`src/rtl/tabla_scan_ctrl.sv`:
```
// rtl/tabla_scan_ctrl.sv - truth-table sweep sequencer with gate-vs-logic mismatch counting
// Optional first-mismatch capture is built when TABLA_FIRST_FAIL_EN is defined.
module tabla_scan_ctrl #(
   parameter int unsigned SETTLE = 1
) (
   input  logic        i_clk,
   input  logic        i_rst_n,
   input  logic        i_start,
   input  logic        i_abort,
   input  logic [1:0]  i_tabla,
   input  logic        i_nvars,
   input  logic        i_y_gate,
   input  logic        i_y_logic,
   output logic [1:0]  o_sel,
   output logic [3:0]  o_abcd,
   output logic        o_busy,
   output logic        o_done,
   output logic [15:0] o_truth,
   output logic [4:0]  o_err_cnt,
   output logic        o_pass,
   output logic [3:0]  o_first_fail,
   output logic        o_fail_seen
);

   localparam logic [3:0] LP_SETTLE = 4'(SETTLE);

   typedef enum logic [1:0] {S_IDLE, S_DRIVE, S_DONE} state_t;

   state_t      r_state;
   state_t      w_state_nxt;
   logic [3:0]  r_row;
   logic [3:0]  r_wait;
   logic        r_nvars;
   logic [1:0]  r_sel;
   logic [3:0]  r_abcd;
   logic        r_busy;
   logic        r_done;
   logic [15:0] r_truth;
   logic [4:0]  r_err_cnt;
   logic        r_pass;

   logic        w_accept;
   logic        w_sample;
   logic        w_last;
   logic        w_mismatch;
   logic [3:0]  w_row_nxt;
   logic        w_nvars_nxt;
   logic [4:0]  w_err_nxt;
   logic [3:0]  w_abcd_nxt;

   assign w_accept   = (r_state == S_IDLE) && i_start;
   assign w_sample   = (r_state == S_DRIVE) && !i_abort && (r_wait == 4'd0);
   assign w_last     = r_nvars ? (r_row == 4'd15) : (r_row == 4'd7);
   assign w_mismatch = i_y_gate != i_y_logic;

   always_ff @(posedge i_clk or negedge i_rst_n) begin
      if (!i_rst_n) r_state <= S_IDLE;
      else          r_state <= w_state_nxt;
   end

   always_comb begin
      w_state_nxt = r_state;
      case (r_state)
         S_IDLE:  if (i_start) w_state_nxt = S_DRIVE;
         S_DRIVE: begin
            if (i_abort)               w_state_nxt = S_IDLE;
            else if (w_sample && w_last) w_state_nxt = S_DONE;
         end
         S_DONE:  w_state_nxt = S_IDLE;
         default: w_state_nxt = S_IDLE;
      endcase
   end

   // 3-variable mode places {A,B,C} on abcd[3:1] and holds D low
   always_comb begin
      w_row_nxt   = r_row;
      w_nvars_nxt = r_nvars;
      w_err_nxt   = r_err_cnt;
      if (w_accept) begin
         w_row_nxt   = 4'd0;
         w_nvars_nxt = i_nvars;
         w_err_nxt   = 5'd0;
      end else if (w_sample) begin
         if (!w_last)    w_row_nxt = r_row + 4'd1;
         if (w_mismatch) w_err_nxt = r_err_cnt + 5'd1;
      end
      w_abcd_nxt = 4'd0;
      if (w_state_nxt == S_DRIVE)
         w_abcd_nxt = w_nvars_nxt ? w_row_nxt : {w_row_nxt[2:0], 1'b0};
   end

   always_ff @(posedge i_clk or negedge i_rst_n) begin
      if (!i_rst_n) begin
         r_row     <= 4'd0;
         r_wait    <= 4'd0;
         r_nvars   <= 1'b0;
         r_sel     <= 2'd0;
         r_abcd    <= 4'd0;
         r_busy    <= 1'b0;
         r_done    <= 1'b0;
         r_truth   <= 16'd0;
         r_err_cnt <= 5'd0;
         r_pass    <= 1'b0;
      end else begin
         r_row     <= w_row_nxt;
         r_nvars   <= w_nvars_nxt;
         r_err_cnt <= w_err_nxt;
         r_abcd    <= w_abcd_nxt;
         r_busy    <= (w_state_nxt != S_IDLE);
         r_done    <= (w_state_nxt == S_DONE);
         if (w_accept) begin
            r_sel   <= i_tabla;
            r_truth <= 16'd0;
            r_pass  <= 1'b0;
            r_wait  <= LP_SETTLE;
         end else if (w_sample) begin
            r_truth[r_row] <= i_y_gate;
            r_wait         <= LP_SETTLE;
            if (w_last) r_pass <= (w_err_nxt == 5'd0);
         end else if (r_state == S_DRIVE && !i_abort) begin
            r_wait <= r_wait - 4'd1;
         end
      end
   end

`ifdef TABLA_FIRST_FAIL_EN
   logic [3:0] r_first_fail;
   logic       r_fail_seen;

   always_ff @(posedge i_clk or negedge i_rst_n) begin
      if (!i_rst_n) begin
         r_first_fail <= 4'd0;
         r_fail_seen  <= 1'b0;
      end else if (w_accept) begin
         r_first_fail <= 4'd0;
         r_fail_seen  <= 1'b0;
      end else if (w_sample && w_mismatch && !r_fail_seen) begin
         r_first_fail <= r_row;
         r_fail_seen  <= 1'b1;
      end
   end

   assign o_first_fail = r_first_fail;
   assign o_fail_seen  = r_fail_seen;
`else
   assign o_first_fail = 4'd0;
   assign o_fail_seen  = 1'b0;
`endif

   assign o_sel     = r_sel;
   assign o_abcd    = r_abcd;
   assign o_busy    = r_busy;
   assign o_done    = r_done;
   assign o_truth   = r_truth;
   assign o_err_cnt = r_err_cnt;
   assign o_pass    = r_pass;

endmodule

```
`config.mk`:
```
export PLATFORM = sky130hd
export DESIGN_NAME = tabla_scan_ctrl
export DESIGN_NICKNAME = d
export VERILOG_FILES = /design/src/rtl/tabla_scan_ctrl.sv
export SDC_FILE = /design/constraint.sdc
export NUM_CORES = 1
export LEC_CHECK = 0
export ABC_CLOCK_PERIOD_IN_PS = 2200
export BUFFER_PORTS_ARGS = -buffer_cell sky130_fd_sc_hd__buf_2
export CELL_PAD_IN_SITES_DETAIL_PLACEMENT = 0
export CELL_PAD_IN_SITES_GLOBAL_PLACEMENT = 2
export CORE_ASPECT_RATIO = 0.6
export CORE_MARGIN = 2
export CORE_UTILIZATION = 33
export CTS_CLUSTER_SIZE = 16
export DETAILED_ROUTE_END_ITERATION = 8
export PLACE_DENSITY = 0.88
export SLEW_MARGIN = 0
export SYNTH_ARGS = -nofsm -noshare
export SYNTH_HDL_FRONTEND = slang
export SYNTH_SLANG_ARGS = --single-unit
```
`constraint.sdc`:
```
create_clock -name i_clk -period 2.2 [get_ports i_clk]
set_input_delay 0.11 -clock i_clk [delete_from_list [all_inputs] [get_ports i_clk]]
set_output_delay 0.11 -clock i_clk [all_outputs]
set_load 0.005 [all_outputs]
```
# Yosys cells after proc, flatten, opt, wreduce, memory -nomap -nowiden
# Cells that the tools add are included.
# W data, S select, Z words.
# totals
ff_bits,41
in_bits,9
out_inout_bits,35
wordCells,61
# classes
addsub,3
n_lt_le_gt_ge,2
n_eq_ne,6
muxes,25
n_reduce_logical,14
# ops
op,n
$mux W16,2
$mux W4,8
$bwmux W16,1
$mux W5,3
$mux W1,6
$mux W2,3
$reduce_bool A2 Y1,3
$add A5 B1 Y5 const B,1
$logic_and A1 B1 Y1,5
$logic_not A5 Y1,1
$lt A4 B5 Y1 const B,1
$add A4 B1 Y4 const B,1
$demux W1 S4,1
$eq A2 B1 Y1 const B,2
$eq A4 B3 Y1 const B,1
$eq A4 B4 Y1 const B,1
$ge A4 B1 Y1 const B,1
$logic_not A4 Y1,1
$pmux W2 S2,1
$sub A4 B1 Y4 const B,1
$reduce_bool A3 Y1,1
$eq A2 B2 Y1 const B,1
$logic_not A2 Y1,1
$reduce_and A2 Y1,1
2 further kinds,2

# Logic depth before layout (Yosys ltp)
# depth
ltp_word,9
depth_mapped,8
mapped_depth_nobuf,7

# Least setup slack after synthesis
# OpenSTA, ideal clock, no wires.
# synth_timing
path_type,register to register
start,reg r_wait[0]
end,reg r_truth[7] (netlist: o_truth[7])
setup_time_ns,0.132
arrival_ns,1.772
required_ns,2.068
path_slack_ns,0.296
path_stages_with_launch,8
n_path_buf,0
synth_period_minus_slack_ns,1.904
cell_sequence,dfrtp_1 > inv_1 > ha_1 > or3b_4 > or3_1 > nor2_2 > mux2i_1 > nor2_1
# synth_via
elab_chain_cells,3
# synth_lines
item,line_no,text
"start, declared",32,logic [3:0] r_wait;
"start signal, assigned",121,r_wait <= r_wait - 4'd1;
$logic_not A4 Y1,52,assign w_sample = (r_state == S_DRIVE) && !i_abort && (r_wait == 4'd0);
$logic_and A1 B1 Y1,52,
$reduce_bool A2 Y1 (no source line),--,
"end signal, assigned by index",117,r_truth[r_row] <= i_y_gate;
"end, declared",38,logic [15:0] r_truth;
# Every way passes these cells.
# A chain may end at the register's enable or synchronous reset.

# Final worst setup path
# layout_timing
start,reg r_wait[0]
end,reg r_abcd[3] (netlist: o_abcd[3])
# layout_via
elab_chain_cells,8
elab_cells_between_ends,11
classes_between,eq/ne (1); mux (7); reduce/logical (3)
# layout_lines
item,line_no,text
$logic_not A4 Y1 (*),52,
$logic_and A1 B1 Y1 (*),52,
$logic_and A1 B1 Y1,67,else if (w_sample && w_last) w_state_nxt = S_DONE;
$mux W2,67,
$mux W2,66,if (i_abort) w_state_nxt = S_IDLE;
$pmux W2 S2,63,case (r_state)
$eq A2 B1 Y1,88,if (w_state_nxt == S_DRIVE)
$mux W4 (*),88,
named net w_abcd_nxt[3],49,logic [3:0] w_abcd_nxt;
"end signal, assigned",108,r_abcd <= w_abcd_nxt;
"end, declared",35,logic [3:0] r_abcd;
# Mark *: on every way through the listed nets, which the timed path passes. The rest lies on a longest branch.

==> run_results.csv <==
group,metric,value,unit
clocking,cts_setup_buffers,0,
timing,setup_viol,0,
global_routing,antenna_found_initial,0,
min_path,holdCritPathClass,"primary input to flip-flop",
floorplanning,die_h,65.5,um
timing,worst_slew_pin_slew,0.940,ns
pwr,power_frac_seq,49.3,%
drt,drt_iter0_drc,96,
clocking,ctsRootBufferMaster,"clkbuf_8",
placed_design,port_buffers,38,
setup_path,worst-r2r-cell-count,7,
yosys,synth_top_family_by_area,"simple AND/OR/NAND/NOR gates",
drt,firstDrtPassIters,4,
timing,final_hold_viol_count,0,
setup_path,r2r_slack,0.17,ns
pwr,ir_drop,0.279,mV
setup_path,cp_max_fo,12,
yosys,syn_area,0.00208,mm^2
pwr,power_switching,537,uW
clocking,clockBufferDepth,2,
drt,wl_met1,2.67,mm
global_routing,grt_pass1_wl,7.76,mm
yosys,synth_mux_area_share,8.66,%
global_routing,gr-usage-all-layers,14.8,%
cells_and_area,fill_cells,628,
timing,rsz0062_at_grt,"false",
timing,slew_headroom,37.3,%
clocking,cts.sinks,41,
drt,wire_per_inst,13.9,um
yosys,postSynthCellCount,206,
floorplanning,die_width,107,um
yosys,synth_xor_area_share,4.63,%
clocking,ctsHoldBuffers,1,
floorplanning,rows,22,
floorplanning,die-area,0.00698,mm^2
drt,route.detailed.drc,0,
setup_path,end_kind,"flip-flop",
pwr,combPwrFrac,23.4,%
clocking,clkSlewWorstSetupHoldPaths,0.07,ns
pwr,power.share.clock,27.2,%
clocking,worstSkewPairLatency,0.29,ns
clocking,cts_max_level,2,
timing,timing.final.crit_share,92.4,%
timing,skew,0.00254,ns
placed_design,gp_congestion,0.839,
setup_path,r2r-end,"o_abcd[3]$_DFF_PN0_",
drt,detail_route.vias_per_cell,4.72,
clocking,cts_tree,"built",
drt,route.met2.wl,1.57,mm
yosys,avgSynthCellArea,10.1,um^2
pwr,switching_share,30.9,%
yosys,synth-main-ff-cell,"dfrtp_1",
setup_path,rr_startpoint,"r_wait[0]$_DFFE_PN0P_",
setup_path,cp.arrival,2.21,ns
drt,routed_wl,4.68,mm
placed_design,post-dp-hpwl,3.52,mm
clocking,cts.repair.resized,0,
pwr,p_int,1200,uW
setup_path,worstSetupPathType,"flip-flop to flip-flop",
cells_and_area,multiInputGateArea,960,um^2
placed_design,dpl_cell_area,0.00238,mm^2
cells_and_area,seq_area,0.00103,mm^2
yosys,synth_edf_count,0,
timing,whs,0.00308,ns
setup_path,startpoint_type,"flip-flop",
timing,fin_crit,2.03,ns
drt,wl_met3,404,um
floorplanning,io_pins,44,
cells_and_area,drive_gt1_share,24.2,%
cells_and_area,nets,266,
drt,ant_nets,0,
global_routing,grt_max_degree,42,
clocking,cts_made_buffers,5,
yosys,synth_compound_area_share,4.15,%
global_routing,grt_remaining_overflow,0,
cells_and_area,antenna_cells,0,
yosys,yosysWarnings,0,
yosys,yosys.area_share.simple,24.2,%
setup_path,worst_ep_required_time,2.38,ns
cells_and_area,synthToLayoutAreaGrowth,18.6,%
timing,max_freq,0.492,GHz
outcome,outcome,"finished clean",
yosys,ys_seq_area_share,49.3,%
global_routing,first_global_vias,1451,
drt,top_layer_used,"met4",
yosys,async_flop_share,100,%
setup_path,crit_start,"r_wait[0]$_DFFE_PN0P_",
yosys,synthDistinctLibCells,42,
timing,slew_violations,0,
pwr,power_leakage,0.00139,uW
cells_and_area,stdcell_area,0.00247,mm^2
floorplanning,core_area,0.00611,mm^2
pwr,powerDensity,705,mW/mm^2
setup_path,endpoint,"o_abcd[3]$_DFF_PN0_",
yosys,yosys.area_share.adder,3.61,%
yosys,synth-seq-cells,41,
floorplanning,start_util,34.0,%
drt,vias,1586,
timing,fin_setup_tns,0,ns
job,maxCapViolations,0,
-- through the flow --
stage          total power, uW  worst slack, ns  cells  util (%)
6_report                  1740            0.168    336      40.4
4_1_cts                   1760            0.150    336      40.4
3_5_place_dp              1280            0.174    327      38.9
2_1_floorplan             1140            0.296    210         -
3_3_place_gp              1280            0.236    327      38.9
5_1_grt                   1850           0.0376    336      40.4
-- worst min-delay path by stage --
stage               depth (start not counted)  slack (ns)  startpoint              endpoint
floorplan                                   0       -0.19     i_rst_n   o_abcd[0]$_DFF_PN0_
global placement                            3        0.30  i_tabla[1]  o_sel[1]$_DFFE_PN0N_
detailed placement                          3        0.30  i_tabla[1]  o_sel[1]$_DFFE_PN0N_
CTS                                         3      0.0003  i_tabla[1]  o_sel[1]$_DFFE_PN0N_
global route                                3       0.006  i_tabla[0]  o_sel[0]$_DFFE_PN0N_
finish                                      3       0.003  i_tabla[1]  o_sel[1]$_DFFE_PN0N_
-- synthesized netlist by cell type (3+ instances only) --
cell      instances  area (um^2)
a21oi_1           7         35.0
nor2b_1           3         18.8
xor2_1            7         61.3
xnor2_1           4         35.0
and3_1            3         18.8
mux2i_1          18          180
nand4_1           5         31.3
buf_2             4         20.0
buf_4             5         37.5
ha_1              6         75.1
nor2_1           28          105
clkbuf_1          5         18.8
dfrtp_1          41         1030
inv_1             6         22.5
nand2_1          20         75.1
nand3_1          15         75.1
-- flip-flops by register name, summed over array words and instances, names as in the netlist --
name       cells
o_abcd         4
o_busy         1
o_done         1
o_err_cnt      5
o_pass         1
o_sel          2
o_truth       16
r_nvars        1
r_row          4
r_state        2
r_wait         4
-- layer usage --
layer / vias to the layer above / track usage [%]
met5: - / 0
met4: 0 / 3.73
met3: 7 / 4.76
met2: 54 / 16.3
met1: 748 / 25.3
li1: 777 / -
-- critical path, cell delays in order (launching register included) --
cell,delay [ns]
dfrtp_1,0.38
inv_1,0.08
ha_1,0.23
or3b_4,0.44
nor2_8,0.20
nand2_4,0.07
and3b_1,0.19
a2111oi_2,0.32
-- kinds of logic after synthesis --
group | after synthesis
and+or+nand+nor | 95
buffers and inverters | 21
other | 1
xor gates and xnor gates | 11
DFF | 41
muxes | 18
AOI/OAI and AO/OA | 13
adders and majority gates | 6
-- power groups by stage --
stage                     logic (uW)  registers (uW)  clock network (uW)
after floorplan                  284             859                   0
after global placement           407             873                   0
after detailed placement         411             871                   0
after CTS                        412             858                 489
after global routing             466             867                 516
final                            408             859                 474
-- cells in the final DEF, fill, tap and decap left out, types with 6 or more instances in the layout --
cell	synthesis	routed
dfrtp_1	41	41
buf_2	4	38
nor2_1	28	28
nand2_1	20	20
mux2i_1	18	18
nand3_1	15	15
buf_4	5	10
xor2_1	7	7
a21oi_1	7	7
inv_1	6	6
ha_1	6	6
-- area by class of cell --
class	instances	share of cell area, %
timing repair buffer	49	11.2
tap	84	4.26
inverter	6	0.912
multi-input combinational	148	38.9
clock buffer	8	3.24
sequential	41	41.6
(Power assumes the default switching activity.)
